**src/rtl/packed_field_codec.sv**
```systemverilog
// Packs NFIELDS serial fields into one word, or unpacks a word into serial fields.
// Field 0 sits in the MSBs; a sticky ERROR flags a mode change in the middle of a word.
module packed_field_codec #(
  parameter int unsigned FIELD_W = 4,
  parameter int unsigned NFIELDS = 2,
  localparam int unsigned WORD_W = FIELD_W * NFIELDS,
  localparam int unsigned CNT_W  = $clog2(NFIELDS)
) (
  input  logic              clk,
  input  logic              rst_n,
  input  logic              mode,
  input  logic              in_valid,
  output logic              in_ready,
  input  logic [WORD_W-1:0] in_data,
  output logic              out_valid,
  input  logic              out_ready,
  output logic [WORD_W-1:0] out_data,
  output logic              out_last,
  output logic              ERROR
);

  localparam logic [CNT_W-1:0] CntMax = CNT_W'(NFIELDS - 1);

  typedef enum logic [1:0] {StIdle, StFill, StEmit, StDrain} state_e;

  state_e             state_q, state_d;
  logic [CNT_W-1:0]   cnt_q, cnt_d;
  logic [WORD_W-1:0]  word_q, word_d;
  logic               mode_q, mode_d;
  logic               error_q, error_d;
  logic [FIELD_W-1:0] field_sel;

  always_comb begin
    field_sel = '0;
    for (int unsigned i = 0; i < NFIELDS; i++) begin
      if (cnt_q == CNT_W'(i)) field_sel = word_q[WORD_W-1-i*FIELD_W -: FIELD_W];
    end
  end

  always_comb begin
    state_d = state_q;
    cnt_d   = cnt_q;
    word_d  = word_q;
    mode_d  = mode_q;
    error_d = error_q;
    if ((state_q != StIdle) && (mode != mode_q)) error_d = 1'b1;
    case (state_q)
      StIdle: begin
        if (in_valid) begin
          mode_d = mode;
          if (!mode) begin
            // Clearing the lower slots keeps stale data of an old word out of the new one
            word_d  = {in_data[FIELD_W-1:0], {(WORD_W-FIELD_W){1'b0}}};
            cnt_d   = CNT_W'(1);
            state_d = StFill;
          end else begin
            word_d  = in_data;
            cnt_d   = '0;
            state_d = StDrain;
          end
        end
      end
      StFill: begin
        if (in_valid) begin
          for (int unsigned i = 0; i < NFIELDS; i++) begin
            if (cnt_q == CNT_W'(i)) word_d[WORD_W-1-i*FIELD_W -: FIELD_W] = in_data[FIELD_W-1:0];
          end
          if (cnt_q == CntMax) begin
            cnt_d   = '0;
            state_d = StEmit;
          end else begin
            cnt_d = cnt_q + CNT_W'(1);
          end
        end
      end
      StEmit: begin
        if (out_ready) state_d = StIdle;
      end
      StDrain: begin
        if (out_ready) begin
          if (cnt_q == CntMax) begin
            cnt_d   = '0;
            state_d = StIdle;
          end else begin
            cnt_d = cnt_q + CNT_W'(1);
          end
        end
      end
      default: state_d = StIdle;
    endcase
  end

  always_ff @(posedge clk or negedge rst_n) begin
    if (!rst_n) begin
      state_q <= StIdle;
      cnt_q   <= '0;
      word_q  <= '0;
      mode_q  <= 1'b0;
      error_q <= 1'b0;
    end else begin
      state_q <= state_d;
      cnt_q   <= cnt_d;
      word_q  <= word_d;
      mode_q  <= mode_d;
      error_q <= error_d;
    end
  end

  // Outputs depend on registered state only, never on in_valid/out_ready
  always_comb begin
    in_ready  = (state_q == StIdle) || (state_q == StFill);
    out_valid = (state_q == StEmit) || (state_q == StDrain);
    out_data  = '0;
    out_last  = 1'b0;
    case (state_q)
      StEmit: begin
        out_data = word_q;
        out_last = 1'b1;
      end
      StDrain: begin
        out_data = {{(WORD_W-FIELD_W){1'b0}}, field_sel};
        out_last = (cnt_q == CntMax);
      end
      default: ;
    endcase
  end

  assign ERROR = error_q;

endmodule

```
**config.mk**
```make
export PLATFORM = sky130hd
export DESIGN_NAME = packed_field_codec
export DESIGN_NICKNAME = d
export VERILOG_FILES = /design/src/rtl/packed_field_codec.sv
export SDC_FILE = /design/constraint.sdc
export NUM_CORES = 1
export LEC_CHECK = 0
export BUFFER_PORTS_ARGS = -buffer_cell sky130_fd_sc_hd__buf_2
export CAP_MARGIN = 20
export CORE_MARGIN = 2
export CORE_UTILIZATION = 54
export CTS_CLUSTER_DIAMETER = 200
export DETAILED_ROUTE_END_ITERATION = 8
export PLACE_DENSITY_LB_ADDON = 0.25
export SLEW_MARGIN = 20
export SYNTH_ARGS = -nofsm -noshare
export SYNTH_HDL_FRONTEND = slang
export SYNTH_SLANG_ARGS = --single-unit
```
**constraint.sdc**
```tcl
create_clock -name clk -period 3.3 [get_ports clk]
set_clock_uncertainty 0.15 [all_clocks]
set_input_delay 0.165 -clock clk [delete_from_list [all_inputs] [get_ports clk]]
set_output_delay 0.165 -clock clk [all_outputs]
set_load 0.1 [all_outputs]
```
==> impl_metrics.tcl <==
set metrics [dict create \
    finalSetupTns_ps 0 \
    r2r_start "state_q[1]" \
    cts_root_buffer "clkbuf_4" \
    yosys_warnings 0 \
    dpl_cell_area_sq_um 925 \
    drive_gt1_share_pct 27.0 \
    wl_per_cell_um 14.1 \
    post_cts_resized 0 \
    cp.required_ps 2980 \
    crit_family "flip-flops" \
    crit_end "out_data[0]" \
    arrival_ps 1940 \
    clock_latency_ps 280 \
    core_area_sq_um 1510 \
    ff2ff_path_depth 3 \
    synth-edff-count 0 \
    n_antenna_cell 0 \
    die_x_um 43.9 \
    finalCriticalPeriod_ps 2250 \
    path_cells "nand2b_1 > mux2i_1 > nor2_1 > buf_2" \
    path_buf_inv 1 \
    hold_viol 0 \
    max_freq_ghz 0.443 \
    worstSetupEndpointType "output port" \
    ys_top_cells_by_count "dfrtp_1 (13), a31oi_1 (7), o21ai_0 (7)" \
    synthToLayoutAreaGrowth_pct 11.8 \
    numPortBuffers 24 \
    fillCellCount 121 \
    dp.cells 126 \
    relSlewSlack_pct 63.0 \
    die_h_um 43.9 \
    synthCells 96 \
    multiInputGateArea_sq_um 444 \
    synthArstFlopShare_pct 100 \
    cts_sinks 13 \
    hpwl_um 1370 \
    dr.pass1.iters 5 \
    ys.flop_type "dfrtp_1" \
    cp_max_fo 14 \
    initial_utilization_pct 57.1 \
    num_io_pins 25 \
    synth-seq-cells 13 \
    vias 787 \
    grt_pass1_wl_um 3060 \
    seqCellArea_sq_um 325 \
    vias_per_cell 6.01 \
    synth_cell_types 29 \
    yosys.area.top_type_share_pct 37.8 \
    min_path_type "in2reg" \
    worst_pin_slew_ps 555 \
    rsz0062_at_grt "no" \
    rows 14 \
    die-area_sq_um 1930 \
    globalplace.congestion 0.814 \
    path_class "reg2out" \
    grt_pass1_vias 696 \
    postRouteAntennaNets 0 \
    crit_path_start_kind "flip-flop" \
    post-route-period-util_pct 68.3 \
    netlist_area_sq_um 860 \
    clk_path_buf_depth 2 \
    cts_buffers 3 \
    syn_avg_cell_area_sq_um 8.95 \
    crit_start "cnt_q" \
    drtIter0Drc 22 \
    yosys.area.top_type "dfrtp_1" \
    synth.top_cells.by_area "dfrtp_1 (38%), mux2i_1 (5.8%), buf_6 (5.2%)" \
    synth_most_common_cell "dfrtp_1" \
    cp.depth 4 \
    grt_max_degree 20 \
    synth_nets 109 \
    grt_overflow 0 \
    h-tree-depth 1 \
    cts_tree "built" \
    final_cells 131 \
    seq_area_frac_synth_pct 37.8 \
    drc_errors 0 \
    r2r-end "state_q[0]" \
    maxSlewViolCount 0 \
    clk_pin_slew_worst_paths_ps 80 \
    fin_area_sq_um 961 \
    routed_wl_um 1850 \
    fin_util_pct 63.8 \
    antenna_found_initial 0 \
    fin_nets 129 \
    slowest_delay_ps 630 \
    setup_viol 0 \
    grt_usage_pct 21.8 \
    cp_slowest_cell "dfrtp_1" \
    rrSetupSlack_ps 1680 \
    status "finished, final reports clean" \
    maxCapViolations 0 \
]
## cell usage in the layout, fill, tap and decap left out, types with 2 or more instances in the layout
cell / instances
inv_1: 4
nor2_1: 6
mux2i_1: 5
nand4_1: 2
o21ai_1: 3
dfrtp_1: 13
a22oi_1: 5
a21oi_1: 6
o21ai_0: 7
nand2b_1: 4
and3_1: 4
nand3_1: 6
nor2b_1: 3
clkbuf_4: 3
buf_2: 24
nand2_1: 2
a31oi_1: 7
## repair_timing
item	in CTS	in global routing
endpoints found under the hold margin	13	0
hold buffers	1	0
buffers inserted	0	0
## layer usage
| metal | global-route usage, % | vias up | routed length [um] | share of wire, % |
|---|---|---|---|---|
| li1 | - | 381 | - | - |
| met1 | 30.8 | 379 | 887 | 48 |
| met2 | 32.1 | 22 | 854 | 46 |
| met3 | 2.50 | 5 | 62 | 3.3 |
| met4 | 12.7 | 0 | 47 | 2.5 |
| met5 | 0 | - | 0 | 0 |
## flip-flops by register name, summed over array words and instances (netlist names)
name,count
ERROR,1
cnt_q,1
mode_q,1
state_q,2
word_q,8
## cell families after synthesis
| logic type | after synthesis | share of synthesized area (%) |
|---|---|---|
| AND/OR/NAND/NOR | 31 | 21.1 |
| multiplexers | 5 | 5.82 |
| XOR/XNOR | 1 | 1.02 |
| AO/OA/AOI/OAI | 32 | 23.7 |
| buffers and inverters | 14 | 10.5 |
| flip-flops | 13 | 37.8 |
## how the worst min path moves through the flow
stage | from | endpoint | slack, ps | cells after the start
finish | in_data[6] | word_q[6] | 2 | 3
global route | in_data[6] | word_q[6] | 30 | 3
CTS | in_data[6] | word_q[6] | 2 | 3
detailed placement | rst_n | word_q[1] | -80 | 1
global placement | rst_n | word_q[1] | -80 | 1
floorplan | rst_n | ERROR | -280 | 0
## stage by stage
stage	setup WS [ps]	hold WS [ps]
4_1_cts	1040	1.52
5_1_grt	913	25.6
3_3_place_gp	1410	-84.3
2_1_floorplan	539	-281
3_5_place_dp	1360	-78.5
6_report	1050	1.89
## layout make-up
class | instances | area share, %
clock buffers | 4 | 2.73
inverters | 4 | 1.56
multi-input cells | 69 | 46.2
flip-flops and latches | 13 | 33.9
well taps | 16 | 2.08
repair buffers | 25 | 13.5
## worst min-delay path, delay by kind of cell
kind	cells	cell delay, ps
and+or+nand+nor	1	60
AOI/OAI and AO/OA	1	80
buffers and inverters	1	90
Power is left out: the tool's default activity adds up to more than one toggle a clock period on the data nets, which glitch-free logic cannot reach.
